### src/rtl/fetch_unit_if.sv
// -----------------------------------------------------------------------------
// fetch_unit_if
// Purpose : groups the instruction-memory request/response channel, the
//           decode handshake and the redirect inputs used by fetch_unit.
// Signals :
//   im_req_valid / im_req_ready / im_req_addr  fetch request channel
//   im_rsp_valid / im_rsp_data                 in-order response channel
//   id_valid / id_ready / id_pc / id_inst      decode handshake
//   redirect_valid / redirect_pc               taken branch / jump target
// Modports:
//   master  the fetch unit side
//   slave   the environment side (memory, decode, branch resolution)
// -----------------------------------------------------------------------------
interface fetch_unit_if;
   logic        im_req_valid;
   logic        im_req_ready;
   logic [31:0] im_req_addr;
   logic        im_rsp_valid;
   logic [31:0] im_rsp_data;
   logic        id_valid;
   logic        id_ready;
   logic [31:0] id_pc;
   logic [31:0] id_inst;
   logic        redirect_valid;
   logic [31:0] redirect_pc;

   modport master (
      output im_req_valid,
      output im_req_addr,
      input  im_req_ready,
      input  im_rsp_valid,
      input  im_rsp_data,
      output id_valid,
      output id_pc,
      output id_inst,
      input  id_ready,
      input  redirect_valid,
      input  redirect_pc
   );

   modport slave (
      input  im_req_valid,
      input  im_req_addr,
      output im_req_ready,
      output im_rsp_valid,
      output im_rsp_data,
      input  id_valid,
      input  id_pc,
      input  id_inst,
      output id_ready,
      output redirect_valid,
      output redirect_pc
   );
endinterface

### src/rtl/fetch_unit.sv
// -----------------------------------------------------------------------------
// fetch_unit
// Purpose : instruction fetch stage. Issues word-aligned fetch requests,
//           tracks the PC of every outstanding request, buffers returned
//           instructions in a 2-entry FIFO and presents them to decode.
//           Redirects flush the buffer and discard responses of requests
//           issued before the redirect.
// Ports   :
//   clk    in   clock, rising edge
//   rst_n  in   asynchronous active-low reset
//   bus    fetch_unit_if.master  (memory request/response, decode, redirect)
// Parameters:
//   RESET_PC   first fetch address after reset
//   BUF_DEPTH  fetch buffer entries (only 2 is supported)
// Configuration macro:
//   FETCH_BYPASS_EN  when defined, a response arriving while the buffer is
//                    empty is presented to decode in the same cycle.
// -----------------------------------------------------------------------------
module fetch_unit #(
   parameter logic [31:0] RESET_PC  = 32'h0000_0000,
   parameter int unsigned BUF_DEPTH = 2
) (
   input logic          clk,
   input logic          rst_n,
   fetch_unit_if.master bus
);

   localparam logic [2:0] LP_DEPTH = 3'(BUF_DEPTH);

   // fetch address and request bookkeeping
   logic [31:0] r_fetch_pc;
   logic [1:0]  r_inflight;
   logic [1:0]  r_drop_cnt;

   // in-order PC queue, one entry per outstanding request
   logic [31:0] r_pcq [2];
   logic        r_pcq_wr;
   logic        r_pcq_rd;

   // fetch buffer holding {pc, inst}
   logic [31:0] r_buf_pc   [2];
   logic [31:0] r_buf_inst [2];
   logic        r_buf_wr;
   logic        r_buf_rd;
   logic [1:0]  r_buf_cnt;

   logic        w_req_valid;
   logic        w_req_fire;
   logic        w_rsp_fire;
   logic        w_rsp_drop;
   logic        w_rsp_keep;
   logic [31:0] w_rsp_pc;
   logic        w_buf_empty;
   logic        w_bypass;
   logic        w_id_valid;
   logic        w_id_fire;
   logic        w_push;
   logic        w_pop;
   logic [2:0]  w_used;
   logic [1:0]  w_inflight_nxt;
   logic [1:0]  w_unused_pc_lsbs;

   assign w_unused_pc_lsbs = bus.redirect_pc[1:0];

   // A response only counts while something is outstanding; strays arriving
   // after a reset that abandoned requests are ignored.
   assign w_rsp_fire  = bus.im_rsp_valid & (r_inflight != 2'd0);
   assign w_rsp_pc    = r_pcq[r_pcq_rd];
   assign w_rsp_drop  = w_rsp_fire & (bus.redirect_valid | (r_drop_cnt != 2'd0));
   assign w_rsp_keep  = w_rsp_fire & ~w_rsp_drop;
   assign w_buf_empty = (r_buf_cnt == 2'd0);

`ifdef FETCH_BYPASS_EN
   assign w_bypass = w_buf_empty & w_rsp_keep;
`else
   assign w_bypass = 1'b0;
`endif

   assign w_id_valid = ~w_buf_empty | w_bypass;
   assign w_id_fire  = w_id_valid & bus.id_ready;
   assign w_pop      = w_id_fire & ~w_bypass;
   assign w_push     = w_rsp_keep & ~(w_bypass & bus.id_ready);

   // Credit check counts slots released this cycle (decode consumption or a
   // discarded response) so a full pipeline sustains one fetch per cycle
   // without ever exceeding the buffer depth.
   assign w_used = 3'(r_inflight) + 3'(r_buf_cnt) - 3'(w_id_fire) - 3'(w_rsp_drop);

   assign w_req_valid = rst_n & ~bus.redirect_valid & (w_used < LP_DEPTH);
   assign w_req_fire  = w_req_valid & bus.im_req_ready;

   assign w_inflight_nxt = r_inflight + 2'(w_req_fire) - 2'(w_rsp_fire);

   assign bus.im_req_valid = w_req_valid;
   assign bus.im_req_addr  = r_fetch_pc;
   assign bus.id_valid     = w_id_valid;
   assign bus.id_pc        = w_bypass ? w_rsp_pc         : r_buf_pc[r_buf_rd];
   assign bus.id_inst      = w_bypass ? bus.im_rsp_data  : r_buf_inst[r_buf_rd];

   // fetch address and outstanding-request counters
   always_ff @(posedge clk or negedge rst_n) begin
      if (!rst_n) begin
         r_fetch_pc <= RESET_PC;
         r_inflight <= '0;
         r_drop_cnt <= '0;
      end else begin
         r_inflight <= w_inflight_nxt;
         if (bus.redirect_valid) begin
            r_fetch_pc <= {bus.redirect_pc[31:2], 2'b00};
            // everything still outstanding after this cycle is stale
            r_drop_cnt <= w_inflight_nxt;
         end else begin
            if (w_req_fire) begin
               r_fetch_pc <= r_fetch_pc + 32'd4;
            end
            if (w_rsp_fire && (r_drop_cnt != 2'd0)) begin
               r_drop_cnt <= r_drop_cnt - 2'd1;
            end
         end
      end
   end

   // PC queue: pushed on request acceptance, popped on every counted response
   always_ff @(posedge clk or negedge rst_n) begin
      if (!rst_n) begin
         for (int unsigned i = 0; i < 2; i++) begin
            r_pcq[i] <= '0;
         end
         r_pcq_wr <= 1'b0;
         r_pcq_rd <= 1'b0;
      end else begin
         if (w_req_fire) begin
            r_pcq[r_pcq_wr] <= r_fetch_pc;
            r_pcq_wr        <= ~r_pcq_wr;
         end
         if (w_rsp_fire) begin
            r_pcq_rd <= ~r_pcq_rd;
         end
      end
   end

   // fetch buffer
   always_ff @(posedge clk or negedge rst_n) begin
      if (!rst_n) begin
         for (int unsigned i = 0; i < 2; i++) begin
            r_buf_pc[i]   <= '0;
            r_buf_inst[i] <= '0;
         end
         r_buf_wr  <= 1'b0;
         r_buf_rd  <= 1'b0;
         r_buf_cnt <= '0;
      end else if (bus.redirect_valid) begin
         // flush wins over any decode handshake in the same cycle
         r_buf_wr  <= 1'b0;
         r_buf_rd  <= 1'b0;
         r_buf_cnt <= '0;
      end else begin
         if (w_push) begin
            r_buf_pc[r_buf_wr]   <= w_rsp_pc;
            r_buf_inst[r_buf_wr] <= bus.im_rsp_data;
            r_buf_wr             <= ~r_buf_wr;
         end
         if (w_pop) begin
            r_buf_rd <= ~r_buf_rd;
         end
         r_buf_cnt <= r_buf_cnt + 2'(w_push) - 2'(w_pop);
      end
   end

   a_buf_no_overflow : assert property (@(posedge clk) disable iff (!rst_n)
      !(w_push && !w_pop && (r_buf_cnt == 2'd2)));

   a_inflight_bound : assert property (@(posedge clk) disable iff (!rst_n)
      !(w_req_fire && !w_rsp_fire && (r_inflight == 2'd2)));

   a_addr_stable : assert property (@(posedge clk) disable iff (!rst_n)
      (bus.im_req_valid && !bus.im_req_ready) |=> $stable(bus.im_req_addr));

endmodule

### src/flat_wrapper.sv
// flat-port wrapper written by rule: the top's interface ports become plain ports
module fetch_unit_flat 
#(
   parameter logic [31:0] RESET_PC  = 32'h0000_0000,
   parameter int unsigned BUF_DEPTH = 2
)
  (clk, rst_n, bus_im_req_valid, bus_im_req_addr, bus_im_req_ready, bus_im_rsp_valid, bus_im_rsp_data, bus_id_valid, bus_id_pc, bus_id_inst, bus_id_ready, bus_redirect_valid, bus_redirect_pc);
  fetch_unit_if bus_i ();
  input logic clk;
  input logic rst_n;
  output wire logic [$bits(bus_i.im_req_valid)-1:0] bus_im_req_valid;
  output wire logic [$bits(bus_i.im_req_addr)-1:0] bus_im_req_addr;
  input wire logic [$bits(bus_i.im_req_ready)-1:0] bus_im_req_ready;
  input wire logic [$bits(bus_i.im_rsp_valid)-1:0] bus_im_rsp_valid;
  input wire logic [$bits(bus_i.im_rsp_data)-1:0] bus_im_rsp_data;
  output wire logic [$bits(bus_i.id_valid)-1:0] bus_id_valid;
  output wire logic [$bits(bus_i.id_pc)-1:0] bus_id_pc;
  output wire logic [$bits(bus_i.id_inst)-1:0] bus_id_inst;
  input wire logic [$bits(bus_i.id_ready)-1:0] bus_id_ready;
  input wire logic [$bits(bus_i.redirect_valid)-1:0] bus_redirect_valid;
  input wire logic [$bits(bus_i.redirect_pc)-1:0] bus_redirect_pc;
  assign bus_im_req_valid = bus_i.im_req_valid;
  assign bus_im_req_addr = bus_i.im_req_addr;
  assign bus_i.im_req_ready = bus_im_req_ready;
  assign bus_i.im_rsp_valid = bus_im_rsp_valid;
  assign bus_i.im_rsp_data = bus_im_rsp_data;
  assign bus_id_valid = bus_i.id_valid;
  assign bus_id_pc = bus_i.id_pc;
  assign bus_id_inst = bus_i.id_inst;
  assign bus_i.id_ready = bus_id_ready;
  assign bus_i.redirect_valid = bus_redirect_valid;
  assign bus_i.redirect_pc = bus_redirect_pc;
  fetch_unit #(.RESET_PC(RESET_PC), .BUF_DEPTH(BUF_DEPTH)) u_core (.clk(clk), .rst_n(rst_n), .bus(bus_i));
endmodule
### config.mk
export PLATFORM = sky130hd
export DESIGN_NAME = fetch_unit_flat
export DESIGN_NICKNAME = d
export VERILOG_FILES = /design/src/rtl/fetch_unit_if.sv /design/src/rtl/fetch_unit.sv /design/src/flat_wrapper.sv
export SDC_FILE = /design/constraint.sdc
export NUM_CORES = 1
export LEC_CHECK = 0
export BUFFER_PORTS_ARGS = -buffer_cell sky130_fd_sc_hd__buf_2
export CELL_PAD_IN_SITES_DETAIL_PLACEMENT = 0
export CELL_PAD_IN_SITES_GLOBAL_PLACEMENT = 2
export CORE_AREA = 5 5 161 178
export CTS_BUF_LIST = sky130_fd_sc_hd__clkbuf_8
export CTS_CLUSTER_DIAMETER = 80
export DETAILED_ROUTE_END_ITERATION = 8
export DIE_AREA = 0 0 166 183
export GPL_TIMING_DRIVEN = 0
export PLACE_DENSITY = 0.77
export SLEW_MARGIN = 40
export SYNTH_ARGS = -nofsm -noshare
export SYNTH_HDL_FRONTEND = slang
export SYNTH_SLANG_ARGS = --single-unit
### constraint.sdc
create_clock -name clk -period 4.5 [get_ports clk]
set_input_delay 0.45 -clock clk [delete_from_list [all_inputs] [get_ports clk]]
set_output_delay 0.45 -clock clk [all_outputs]
set_load 0.005 [all_outputs]
==> results of run 1 <==
stage by stage:
stage | setup WS (ps) | area (sq um) | utilization, %
floorplan | 392 | 10200 | -
global placement | -2650 | 11400 | 42.8
detailed placement | -871 | 11500 | 43.2
CTS | 18.8 | 12400 | 46.3
global route | 186 | 12400 | 46.3
finish | 370 | 12400 | 46.3
worst register-to-register path, delay by kind of cell, from the launching register on:
family | cells | cell delay, ps
buffers and inverters | 3 | 410
adder cells (fa/ha/maj) | 5 | 1850
AO/OA/AOI/OAI | 1 | 270
flip-flops | 1 | 360
XOR/XNOR | 2 | 320
AND/OR/NAND/NOR | 5 | 870
worst min path at each step:
stage / to
2_1_floorplan: u_core.bus.im_req_addr[10]$_DFFE_PN0P_
3_3_place_gp: u_core.r_buf_pc[6]$_DFFE_PN0P_
3_5_place_dp: u_core.r_buf_inst[36]$_DFFE_PN0P_
4_1_cts: u_core.bus.im_req_addr[4]$_DFFE_PN0P_
5_1_grt: u_core.bus.im_req_addr[4]$_DFFE_PN0P_
6_report: u_core.bus.im_req_addr[4]$_DFFE_PN0P_
cell families after synthesis:
group | count (synthesis) | synth area share [%]
buffers and inverters | 72 | 3.24
xor gates and xnor gates | 10 | 0.860
DFF | 224 | 55.0
muxes | 216 | 23.5
other | 1 | 0.0368
adders and majority gates | 10 | 1.45
AOI/OAI and AO/OA | 125 | 7.31
and+or+nand+nor | 187 | 8.60
routing by layer:
metal	vias to the layer above	wire length, um
met5	-	0
met2	205	11500
met4	0	470
li1	3425	-
met3	42	1340
met1	3551	12800
power breakdown:
part / total (uW) / leakage (uW) / switching, uW / internal [uW]
combinational: 3040 / 0.00256 / 1440 / 1610
sequential: 3400 / 0.00284 / 501 / 2890
clock: 1880 / 0.000470 / 824 / 1060
total: 8320 / 0.00587 / 2760 / 5560
final cells by class:
type,count,area (sq um)
repair buffers,164,903
multi-input cells,552,4290
clock buffers,50,688
clock inverters,21,118
inverters,14,55.1
flip-flops and latches,224,5610
fillers,2502,14300
plain buffers,57,274
well taps,357,447
synth_stat cells, types with 3 or more instances:
cell / count / area [sq um]
nand3_1: 19 / 95.1
fa_1: 3 / 60.1
o21ai_0: 48 / 240
nor3_1: 7 / 35.0
mux2i_1: 33 / 330
a221o_1: 3 / 30.0
buf_1: 6 / 22.5
o211ai_1: 16 / 120
or3_1: 3 / 18.8
clkbuf_1: 36 / 135
buf_2: 8 / 40.0
a31oi_1: 3 / 18.8
nand4_1: 9 / 56.3
nand2_1: 80 / 300
and3_1: 5 / 31.3
a21oi_1: 38 / 190
inv_1: 13 / 48.8
o311ai_0: 9 / 78.8
ha_1: 7 / 87.6
nor2_1: 43 / 161
buf_4: 4 / 30.0
mux2_2: 183 / 2060
dfrtp_1: 224 / 5610
xnor2_1: 8 / 70.1
flip-flops by register name, summed over array words and instances (netlist names):
register,count
u_core.r_pcq,60
u_core.r_inflight,2
u_core.r_buf_wr,1
u_core.r_buf_cnt,2
u_core.r_buf_pc,60
u_core.r_buf_inst,64
u_core.r_pcq_rd,1
u_core.r_buf_rd,1
u_core.r_pcq_wr,1
u_core.bus.im_req_addr,30
u_core.r_drop_cnt,2
what timing repair did:
item,CTS,global route
resized for setup,9,2
endpoints found under the setup margin,83,64
hold buffers,1,0
endpoints found under the hold margin,49,0
==> flow_metrics.py, run 1 <==
metrics = {
    "critical_path": {
        "cp.depth": 16,
        "cpMaxStageDelayCell": "fa_1",
        "worst-path-buf-inv": 3,
        "crit_family": "adder cells",
        "crit_top_cell": "fa_1",
        "cp-endpoint": "u_core.r_drop_cnt[1]$_DFFE_PN0P_",
        "r2r-start": "u_core.r_drop_cnt[0]$_DFFE_PN0P_",
        "crit_type": "reg2reg",
        "path_cells": "inv_1 -> ha_1 -> a21oi_2 -> fa_1 -> fa_1 -> nand2b_1 -> fa_1 -> nand4b_1 -> or2_2 -> inv_4 -> clkbuf_8 -> ha_1 -> xnor2_1 -> xnor2_1 -> nand2_1 -> nand2_1",
        "timing.rr.end": "u_core.r_drop_cnt[1]$_DFFE_PN0P_",
        "reg2reg_slack_ps": 370,
        "endpoint_kind": "flop",
        "cp.required_ps": 4960,
        "crit_start": "u_core.r_drop_cnt[0]$_DFFE_PN0P_",
        "critPathLaunchType": "flop",
        "cpPeakStageDelay_ps": 550,
        "arrival_ps": 4590,
        "crit_path_max_fanout": 10,
        "r2r_cells": 16,
    },
    "cells_and_area": {
        "antenna_cells": 0,
        "nets": 1132,
        "final_common_cell": "dfrtp_1",
        "layout-drive-gt1-share_pct": 40.1,
        "area_growth_syn_to_layout_pct": 21.5,
        "final_cell_mix": "dfrtp_1 (224), mux2_2 (183), buf_2 (165)",
        "layoutNonFillerInstCount": 1439,
    },
    "global_routing": {
        "use_met1_pct": 25.0,
        "grt_util_all_layers_pct": 17.2,
        "grt_max_degree": 65,
        "busiest_layer": "met2",
        "grt_pass1_wl_mm": 42.3,
        "grt_remaining_overflow": 0,
        "first_global_vias": 7477,
        "grtUsageMet3_pct": 3.79,
        "met2_usage_pct": 26.2,
        "antenna_found_initial": 0,
    },
    "floorplan": {
        "rows": 63,
        "die_x_um": 166,
        "io_pins": 168,
        "dieArea_sq_um": 30400,
        "fp.dieH_um": 183,
        "initial_core_util_pct": 38.1,
        "core_sq_um": 26700,
    },
    "placed_design": {
        "dp_cells": 1368,
        "place_congestion": 0.784,
        "io_buffers": 160,
        "place_hpwl_mm": 18.6,
    },
    "worst_hold_path": {
        "min-delay-start": "bus_redirect_pc[4]",
        "hp-class": "in2reg",
        "hold_depth": 3,
    },
    "clock_tree": {
        "insertion_delay_ps": 540,
        "cts_setup_buffers": 0,
        "cts-buffers-inserted": 39,
        "htreeDepth": 2,
        "clk_transition_reported_paths_ps": 60,
        "cts.path.max_buffers": 3,
        "cts_tree": "yes",
        "cts_sinks": 224,
        "root_buffer": "clkbuf_8",
    },
    "logic_synthesis": {
        "ys_ff_latch": 224,
        "synth_edf_count": 0,
        "synth.cell_area_sq_um": 10200,
        "ys_seq_area_share_pct": 55.0,
        "avgSynthCellArea_sq_um": 12.1,
        "synthArstFlopShare_pct": 100,
        "synth_ff_type": "dfrtp_1",
        "ys_types": 51,
        "yosysWarnings": 0,
        "netlist_instances": 845,
    },
    "routing": {
        "vias": 7223,
        "drc": 0,
        "routed_wl_mm": 26.1,
        "antenna_left": 0,
        "drt_pass1_iterations": 7,
        "routedWlPerCell_um": 18.2,
        "avgViaCountPerCell": 5.02,
        "first_iter_violations": 336,
    },
    "sta": {
        "hold_viol": 0,
        "max_slew.worst_pin.slew_ps": 760,
        "rsz0062_at_grt": "false",
        "tns_ps": 0,
        "fin_crit_sh_pct": 91.8,
        "maxSlewViolCount": 0,
        "finalSetupViolCount": 0,
        "hold_ws_ps": 116,
        "fin_skew_ps": 27.3,
        "slew_headroom_pct": 48.9,
        "clock.fmax_mhz": 242,
        "fin_crit_ps": 4130,
    },
    "power_and_ir_drop": {
        "finalPower_uw": 8320,
        "peakVddDrop_mv": 0.368,
        "p_leak_uw": 0.00587,
        "power.density_nw_per_um2": 672,
    },
    "flow_run": {
        "cap_violations": 0,
    },
    "outcome": {
        "outcome": "finished clean",
    },
}
Note: power is estimated with default switching activity, not from simulation.
==> run 2, diff against run 1 <==
--- a/config.mk
+++ b/config.mk
@@ -5,16 +5,17 @@
 export SDC_FILE = /design/constraint.sdc
 export NUM_CORES = 1
 export LEC_CHECK = 0
-export BUFFER_PORTS_ARGS = -buffer_cell sky130_fd_sc_hd__buf_2
+export ABC_AREA = 1
+export BUFFER_PORTS_ARGS = -buffer_cell sky130_fd_sc_hd__clkbuf_2
 export CELL_PAD_IN_SITES_DETAIL_PLACEMENT = 0
 export CELL_PAD_IN_SITES_GLOBAL_PLACEMENT = 2
-export CORE_AREA = 5 5 161 178
+export CORE_AREA = 5 5 177 196
 export CTS_BUF_LIST = sky130_fd_sc_hd__clkbuf_8
 export CTS_CLUSTER_DIAMETER = 80
 export DETAILED_ROUTE_END_ITERATION = 8
-export DIE_AREA = 0 0 166 183
+export DIE_AREA = 0 0 182 201
 export GPL_TIMING_DRIVEN = 0
-export PLACE_DENSITY = 0.77
+export PLACE_DENSITY = 0.76
 export SLEW_MARGIN = 40
 export SYNTH_ARGS = -nofsm -noshare
 export SYNTH_HDL_FRONTEND = slang
==> run 2 against run 1 <==
Routed wire length increased by 20%. Register-to-register slack worse by 40 ps. Flip-flop and latch count did not move. Highest routed layer unchanged. Via count grew 26%. Largest power group unchanged.
==> flow_metrics.py, run 2 <==
metrics = {
    "logic_synthesis": {
        "ys_ff_latch": 224,
        "ys_types": 30,
        "synthArstFlopShare_pct": 100,
        "synth.top_cell.area_share_pct": 51.8,
        "synth_most_common_cell": "nand2_1",
        "netlist_instances": 1356,
        "synth_ff_type": "dfrtp_1",
        "yosysTopAreaCell": "dfrtp_1",
        "synth.cell_area_sq_um": 10800,
        "synthTopCellsByArea": "dfrtp_1 (52%), nand2_1 (19%), o21ai_0 (7.3%), inv_1 (4.5%), nand3_1 (3.2%)",
        "synth_edf_count": 0,
        "yosys-top-cells-count": "nand2_1 (545), dfrtp_1 (224), o21ai_0 (159), inv_1 (129), nand3_1 (69)",
        "avgSynthCellArea_sq_um": 7.99,
        "yosysWarnings": 0,
        "ys_seq_area_share_pct": 51.8,
    },
    "critical_path": {
        "crit_path_max_fanout": 12,
        "crit_top_cell": "nand2_1",
        "cpMaxStageDelayCell": "fa_1",
        "crit_type": "reg2reg",
        "arrival_ps": 4640,
        "crit_family": "adder cells",
        "path_cells": "inv_1 -> nand2_1 -> nand2_1 -> inv_1 -> fa_1 -> fa_1 -> or2_2 -> fa_1 -> nand2_1 -> nor2_2 -> nand3_4 -> inv_4 -> buf_4 -> ha_1 -> xnor2_1 -> xor2_1 -> nand2_1 -> nand3_1",
        "cpPeakStageDelay_ps": 530,
        "worst-path-buf-inv": 4,
        "critPathLaunchType": "flop",
        "cp.required_ps": 4970,
        "endpoint_kind": "flop",
    },
    "power_and_ir_drop": {
        "power.density_nw_per_um2": 613,
        "p_leak_uw": 0.00683,
        "sequentialPowerShare_pct": 39.9,
        "clock_power_share_pct": 23.8,
        "comb_power_share_pct": 36.3,
        "peakVddDrop_mv": 0.202,
        "switching_share_pct": 37.9,
        "switchingPower_uw": 3040,
        "p_int_uw": 4990,
    },
    "cells_and_area": {
        "final_common_cell": "nand2_1",
        "largest_reg_flops": 64,
        "multi_input_area_sq_um": 4370,
        "antenna_cells": 0,
        "ff_latch_area_sq_um": 5610,
        "area_growth_syn_to_layout_pct": 21.0,
        "fin_area_sq_um": 13100,
        "final_cell_mix": "nand2_1 (545), dfrtp_1 (224), clkbuf_2 (160)",
        "nets": 1646,
        "top_register": "u_core.r_buf_inst",
        "finish.utilization_pct": 40.1,
        "layoutNonFillerInstCount": 2023,
        "largestRegisters": "u_core.r_buf_inst (64), u_core.r_buf_pc (60), u_core.r_pcq (60)",
        "layout-drive-gt1-share_pct": 20.3,
        "num-fill-cells": 3528,
    },
    "sta": {
        "max_slew.worst_pin.slew_ps": 713,
        "slew_headroom_pct": 52.5,
        "fin_skew_ps": 23.6,
        "fin_crit_ps": 4170,
        "rsz0062_at_grt": "false",
        "timing.final.ws_setup_ps": 333,
        "maxSlewViolCount": 0,
        "tns_ps": 0,
        "clock.fmax_mhz": 240,
        "finalSetupViolCount": 0,
        "hold_viol": 0,
        "fin_crit_sh_pct": 92.6,
    },
    "global_routing": {
        "antenna_found_initial": 0,
        "first_global_vias": 9257,
        "busiest_layer": "met2",
        "grt_remaining_overflow": 0,
        "grt_max_degree": 67,
        "use_met1_pct": 23.6,
        "met2_usage_pct": 28.4,
        "grtUsageMet3_pct": 2.74,
        "grt_pass1_wl_mm": 50.9,
        "grt_util_all_layers_pct": 17.1,
    },
    "placed_design": {
        "place_ws_ps": -141,
        "placed_cell_area_sq_um": 12300,
        "dp_cells": 1955,
        "place_hpwl_mm": 22.8,
        "io_buffers": 161,
        "place_congestion": 0.826,
    },
    "floorplan": {
        "core_sq_um": 32700,
        "io_pins": 168,
        "dieArea_sq_um": 36600,
        "initial_core_util_pct": 33.2,
        "rows": 70,
        "fp.dieH_um": 201,
        "die_x_um": 182,
    },
    "clock_tree": {
        "clk_transition_reported_paths_ps": 60,
        "cts_sinks": 224,
        "cts.path.max_buffers": 3,
        "htreeDepth": 2,
        "insertion_delay_ps": 540,
        "root_buffer": "clkbuf_8",
        "cts-buffers-inserted": 41,
        "cts_tree": "yes",
    },
    "outcome": {
        "outcome": "finished clean",
    },
    "routing": {
        "routed_wl_mm": 31.4,
        "antenna_left": 0,
        "vias": 9131,
        "first_iter_violations": 482,
        "routedWlPerCell_um": 15.5,
        "avgViaCountPerCell": 4.51,
        "drc": 0,
        "drt_pass1_iterations": 5,
    },
    "worst_hold_path": {
        "hp-class": "in2reg",
    },
    "flow_run": {
        "cap_violations": 0,
    },
}
-- run 2: cell types whose count changed in the layout (fill, tap and decap cells not counted), moves of 16 or more --
| cell | change |
|---|---|
| o211ai_1 | -16 |
| nand2_1 | +466 |
| o21ai_0 | +112 |
| a21oi_1 | -35 |
| buf_2 | -160 |
| nand3_1 | +50 |
| clkbuf_2 | +159 |
| mux2i_1 | -33 |
| mux2_2 | -153 |
| inv_1 | +111 |
| o21ai_2 | +30 |
-- run 2: kinds of logic after synthesis --
group	after synthesis	share of synthesized area [%]
XOR/XNOR	8	0.647
other	1	0.0346
adder cells (fa/ha/maj)	10	1.36
multiplexers	30	3.12
AND/OR/NAND/NOR	677	24.6
flip-flops	224	51.8
AO/OA/AOI/OAI	201	10.3
buffers and inverters	205	8.18
-- run 2: worst min-delay path, stage by stage --
cell and delay [ps]:
clkbuf_2 70, nand2_1 40, nand3_1 70
-- run 2: path summary, 6_finish.rpt --
kind | endpoint | cells past startpoint | start | slack [ps]
max reg2reg | u_core.r_drop_cnt[1]$_DFFE_PN0P_ | 18 | u_core.r_buf_cnt[1]$_DFF_PN0_ | 330
min in group asynchronous | u_core.bus.im_req_addr[5]$_DFFE_PN0P_ | 2 | rst_n | 400
max | u_core.r_drop_cnt[1]$_DFFE_PN0P_ | 18 | u_core.r_buf_cnt[1]$_DFF_PN0_ | 330
min reg2reg | u_core.r_buf_pc[12]$_DFFE_PN0P_ | 2 | u_core.r_buf_pc[12]$_DFFE_PN0P_ | 470
max in group asynchronous | u_core.r_buf_inst[15]$_DFFE_PN0P_ | 4 | rst_n | 3080
min | u_core.bus.im_req_addr[9]$_DFFE_PN0P_ | 3 | bus_redirect_pc[9] | 130
-- run 2: area by class of cell --
type,instances,share of cell area [%]
plain buffers,68,2.83
clock buffers,51,5.36
clock inverters,17,0.764
inverters,136,3.91
multi-input cells,930,33.3
flip-flops and latches,224,42.8
well taps,432,4.12
repair buffers,165,6.92
-- run 2: timing repair --
action	in CTS	in global routing
setup endpoints to repair	3	10
buffers inserted	0	0
resized for setup	2	4
hold buffers	1	0
endpoints found under the hold margin	40	0
-- run 2: power by group through the flow --
stage	logic, uW	clock network, uW	registers, uW
after floorplan	1850	0	3120
after global placement	2920	0	3210
after detailed placement	2960	0	3230
after CTS	2990	1980	3200
after global routing	3350	2070	3320
final	2920	1910	3200
-- run 2: per-layer routing --
layer / vias to the layer above / share of wire [%]
met2: 206 / 47
met3: 41 / 4.4
met1: 4226 / 47
met4: 0 / 1.7
li1: 4658 / -
met5: - / 0
-- run 2: stage by stage --
step / hold slack, ps / total power [uW]
floorplan: 154 / 4970
global placement: 454 / 6140
detailed placement: 408 / 6190
CTS: 99.7 / 8170
global route: 106 / 8740
finish: 129 / 8030
